### config.mk
export PLATFORM = sky130hd
export DESIGN_NAME = i2c_req_arbiter
export DESIGN_NICKNAME = d
export VERILOG_FILES = /design/src/rtl/i2c_req_arbiter.sv
export SDC_FILE = /design/constraint.sdc
export NUM_CORES = 1
export LEC_CHECK = 0
export BUFFER_PORTS_ARGS = -buffer_cell sky130_fd_sc_hd__buf_2
export CELL_PAD_IN_SITES_DETAIL_PLACEMENT = 1
export CELL_PAD_IN_SITES_GLOBAL_PLACEMENT = 2
export CORE_MARGIN = 8
export CORE_UTILIZATION = 30
export CTS_BUF_LIST = sky130_fd_sc_hd__clkbuf_4 sky130_fd_sc_hd__clkbuf_8
export DETAILED_ROUTE_END_ITERATION = 6
export HOLD_SLACK_MARGIN = 0.03
export PLACE_DENSITY = 0.89
export SYNTH_ARGS = -nofsm -noshare
export SYNTH_HDL_FRONTEND = slang
export SYNTH_SLANG_ARGS = --single-unit
### constraint.sdc
create_clock -name clk -period 2.3 [get_ports clk]
set_input_delay 0.345 -clock clk [delete_from_list [all_inputs] [get_ports clk]]
set_output_delay 0.345 -clock clk [all_outputs]
set_load 0.03 [all_outputs]
### src/rtl/i2c_req_arbiter.sv
// i2c_req_arbiter: round-robin arbiter sharing one I2C master between two requesters, with done timeout.
module i2c_req_arbiter #(
  parameter int TIMEOUT_CYCLES = 20000
) (
  input  logic       clk,
  input  logic       reset,
  input  logic       req0,
  input  logic       req1,
  input  logic       rw0,
  input  logic       rw1,
  input  logic [6:0] addr0,
  input  logic [6:0] addr1,
  input  logic [7:0] wdata0,
  input  logic [7:0] wdata1,
  output logic       gnt0,
  output logic       gnt1,
  output logic       done0,
  output logic       done1,
  output logic [7:0] rdata,
  output logic       nack,
  output logic       tmo,
  output logic       m_start,
  output logic       m_rw,
  output logic [6:0] m_addr,
  output logic [7:0] m_wdata,
  input  logic       m_busy,
  input  logic       m_done,
  input  logic [7:0] m_rdata,
  input  logic       m_nack
);
  localparam logic [19:0] LIM = 20'(TIMEOUT_CYCLES - 1);
  typedef enum logic [1:0] {IDLE, ISSUE, WAIT_DONE, COMPLETE} state_t;
  state_t state, nxt;
  logic last, win, win_n, start, fin;
  logic [19:0] cnt;
  assign start = state == IDLE && (req0 | req1) && !m_busy;
  assign win_n = (req0 & req1) ? ~last : req1;
  // m_done is checked first, so it wins when it coincides with expiry
  assign fin = state == WAIT_DONE && (m_done || cnt == LIM);
  always_ff @(posedge clk)
    state <= reset ? IDLE : nxt;
  always_comb
    nxt = state == IDLE      ? (start ? ISSUE : IDLE) :
          state == ISSUE     ? WAIT_DONE :
          state == WAIT_DONE ? (fin ? COMPLETE : WAIT_DONE) : IDLE;
  always_ff @(posedge clk) begin
    if (reset) begin
      {gnt0, gnt1, done0, done1, m_start, m_rw, nack, tmo} <= '0;
      {m_addr, m_wdata, rdata} <= '0;
      last <= 1'b1;
      win <= 1'b0;
      cnt <= '0;
    end else begin
      gnt0 <= start && !win_n;
      gnt1 <= start && win_n;
      m_start <= start;
      done0 <= fin && !win;
      done1 <= fin && win;
      cnt <= state == WAIT_DONE ? cnt + 20'd1 : '0;
      if (start) begin
        win <= win_n;
        m_rw <= win_n ? rw1 : rw0;
        m_addr <= win_n ? addr1 : addr0;
        m_wdata <= win_n ? wdata1 : wdata0;
      end
      if (fin) begin
        rdata <= m_done ? m_rdata : 8'h00;
        nack <= m_done && m_nack;
        tmo <= !m_done;
      end
      if (state == COMPLETE) last <= win;
    end
  end
endmodule
==> results.py <==
metrics = {
    "run_status": {
        "status": "complete, no violations",
    },
    "yosys": {
        "synthCells": 250,
        "synth_seq_area_share_pct": 47.67,
        "synth_area_sq_um": 2310,
        "ys_seq_elements": 55,
        "synth.distinct_cells": 44,
        "synth_fp_nets": 302,
        "synth_most_common_cell": "dfxtp_1",
        "synth-edff-count": 0,
        "synthFlopType": "dfxtp_1",
        "synth_top_cell_by_area": "dfxtp_1",
        "ys_warn_count": 0,
        "synthArstFlopShare_pct": 0,
        "synth_common_cells": "dfxtp_1, nor2_1, a222oi_1",
        "syn_avg_cell_area_sq_um": 9.239,
        "yosysTopAreaCellShare_pct": 47.67,
        "ys_top_cells_by_area": "dfxtp_1, a222oi_1, nor2_1",
    },
    "setup_path": {
        "crit_start": "cnt[2]",
        "critPathRequiredTime_ns": 2.55,
        "crit_arrival_ns": 2.31,
        "cp-start-kind": "flop",
        "critPathCaptureType": "flop",
        "crit_type": "reg2reg",
        "critPathMaxFanout": 8,
        "reg2reg_slack_ns": 0.24,
        "r2r-start": "cnt[2]",
    },
    "floorplanning": {
        "design.core.area_sq_um": 7607,
        "dieWidth_um": 103.7,
        "dieArea_sq_um": 10760,
        "pin_count": 78,
        "fp-row-count": 32,
        "dieHeight_um": 103.7,
        "start_util_pct": 30.36,
    },
    "drt": {
        "drtAntennaViolNets": 0,
        "drcViolationCount": 0,
        "wl_um": 6637,
        "dr.pass1.iters": 5,
        "drt-initial-drc-count": 122,
        "avgRoutedWirePerCell_um": 15.51,
        "num_vias": 2179,
        "vias_per_cell": 5.091,
    },
    "clocking": {
        "htree_levels": 2,
        "cts.sinks": 55,
        "ctsHoldBuffers": 0,
        "post_cts_buffers": 0,
        "clock-root-buffer": "clkbuf_8",
        "cts_resized": 0,
        "insertion_delay_ns": 0.31,
        "cts_buffers": 5,
        "clock_path_buffers": 2,
        "cts.reportedPaths.clkPinSlew_ns": 0.11,
        "cts_tree": "built",
    },
    "sta": {
        "finalHoldViolations": 0,
        "rsz0062_at_grt": "no",
        "period_needed_ns": 2.062,
        "post-route-period-util_pct": 89.64,
        "fin_setup_tns_ns": 0,
        "slew_headroom_pct": 58.95,
        "slew_viol_final": 0,
        "fmax_ghz": 0.4850,
        "setup_viol": 0,
        "tightest_slew_ns": 0.6158,
        "fin_worst_skew_ns": 0.007278,
    },
    "global_route": {
        "antenna_found_initial": 0,
        "grt_usage_pct": 12.08,
        "grt_pass1_vias": 2420,
        "grt_overflow": 0,
        "grt_pass1_wl_um": 11120,
        "grt_start_max_net_pins": 41,
    },
    "power_and_ir_drop": {
        "vdd_drop_max_mv": 0.3304,
        "swShare_pct": 25.68,
        "internal-power_mw": 1.387,
        "power_density_nw_per_um2": 637.9,
        "p_switching_uw": 479.4,
        "seq_power_share_pct": 53.1,
        "pwr-share-comb_pct": 11.0,
        "p_clk_share_pct": 35.9,
        "p_leak_nw": 1.205,
    },
    "hold_path": {
        "hold_class": "in2reg",
        "hp-start": "m_rdata[1]",
    },
    "place": {
        "gp_congestion": 0.7064,
        "io_buffers": 77,
        "hpwl_um": 4957,
    },
    "run": {
        "maxCapViolCount": 0,
    },
    "layout": {
        "drive_above_1_share_pct": 31.29,
        "nFillCells": 949,
        "fin_util_pct": 38.47,
        "n_antenna_cell": 0,
        "syn2layout_area_growth_pct": 26.71,
        "fin_nets": 377,
    },
}
[metrics by stage]
stage | total power [mW] | instances | area (sq um) | worst slack [ns] | hold WS (ns)
global route | 1.950 | 428 | 2927 | 0.1355 | 0.2510
detailed placement | 1.221 | 420 | 2810 | 0.2702 | 0.4614
CTS | 1.896 | 428 | 2927 | 0.2257 | 0.2385
finish | 1.867 | 428 | 2927 | 0.2383 | 0.2522
floorplan | 1.131 | 250 | 2310 | 0.4326 | 0.4297
global placement | 1.217 | 420 | 2810 | 0.3081 | 0.4440
[power by group through the flow]
| stage | sequential [mW] | clock, mW | combinational (mW) |
|---|---|---|---|
| final | 0.991 | 0.671 | 0.205 |
| after global routing | 0.994 | 0.729 | 0.226 |
| after CTS | 0.991 | 0.696 | 0.209 |
| after detailed placement | 1.01 | 0 | 0.209 |
| after global placement | 1.01 | 0 | 0.205 |
| after floorplan | 1.06 | 0 | 0.0739 |
[cell type report]
type | count | area [sq um] | share of cell area, %
Timing Repair Buffer | 83 | 430.4 | 14.71
Clock buffer | 5 | 68.82 | 2.351
Multi-Input combinational cell | 165 | 1095 | 37.41
Inverter | 15 | 56.30 | 1.924
Tap cell | 102 | 127.6 | 4.361
Sequential cell | 55 | 1101 | 37.62
Clock inverter | 3 | 47.55 | 1.625
[cell usage in the layout, fill, tap and decap left out, drive strengths merged, types with 2 or more instances in the layout]
master,synthesis,layout
clkbuf,14,5
xnor2,7,7
nand4,4,4
xor2,4,4
or4b,2,2
a31oi,9,9
nor2b,2,2
or3,4,4
ha,5,5
dfxtp,55,55
a21oi,7,7
nor4,2,2
and2,4,4
nor3b,3,3
o41ai,9,9
buf,1,83
and3,3,3
nand3,6,6
nand2,10,10
inv,15,16
o21ai,5,5
a222oi,16,16
nor3,15,15
and4,2,2
nor2,34,34
or4,4,4
[logic make-up after synthesis]
| group | share of synthesized area (%) |
|---|---|
| simple gates | 22.10 |
| flops | 47.67 |
| compound gates | 17.98 |
| buf+inv | 4.929 |
| xor+xnor | 4.171 |
| fa+ha+maj | 2.709 |
| mux | 0.4334 |
[metal layers]
layer / global-route usage [%] / vias up / share of wire (%)
li1: - / 1070 / -
met1: 13.55 / 1031 / 42
met2: 19.94 / 71 / 47
met3: 5.948 / 7 / 10
met4: 3.102 / 0 / 1.1
met5: 0 / - / 0
[state kept, by name, summed over array words and instances, names as in the netlist, 2 cells and up]
name     flops
cnt         20
m_wdata      8
rdata        8
m_addr       7
state        2
[path summary, 6_finish.rpt]
kind	depth (start not counted)	endpoint
hold reg to reg	1	cnt[0]
setup / recovery	4	cnt[19]
hold / removal	3	rdata[1]
setup reg to reg	4	cnt[19]
[worst max-delay path, stage by stage (launching register included)]
cell and delay (ns):
dfxtp_1 0.46, nand3_2 0.17, or4_1 0.68, or4b_1 0.55, a21oi_1 0.14
(Power assumes the default switching activity.)
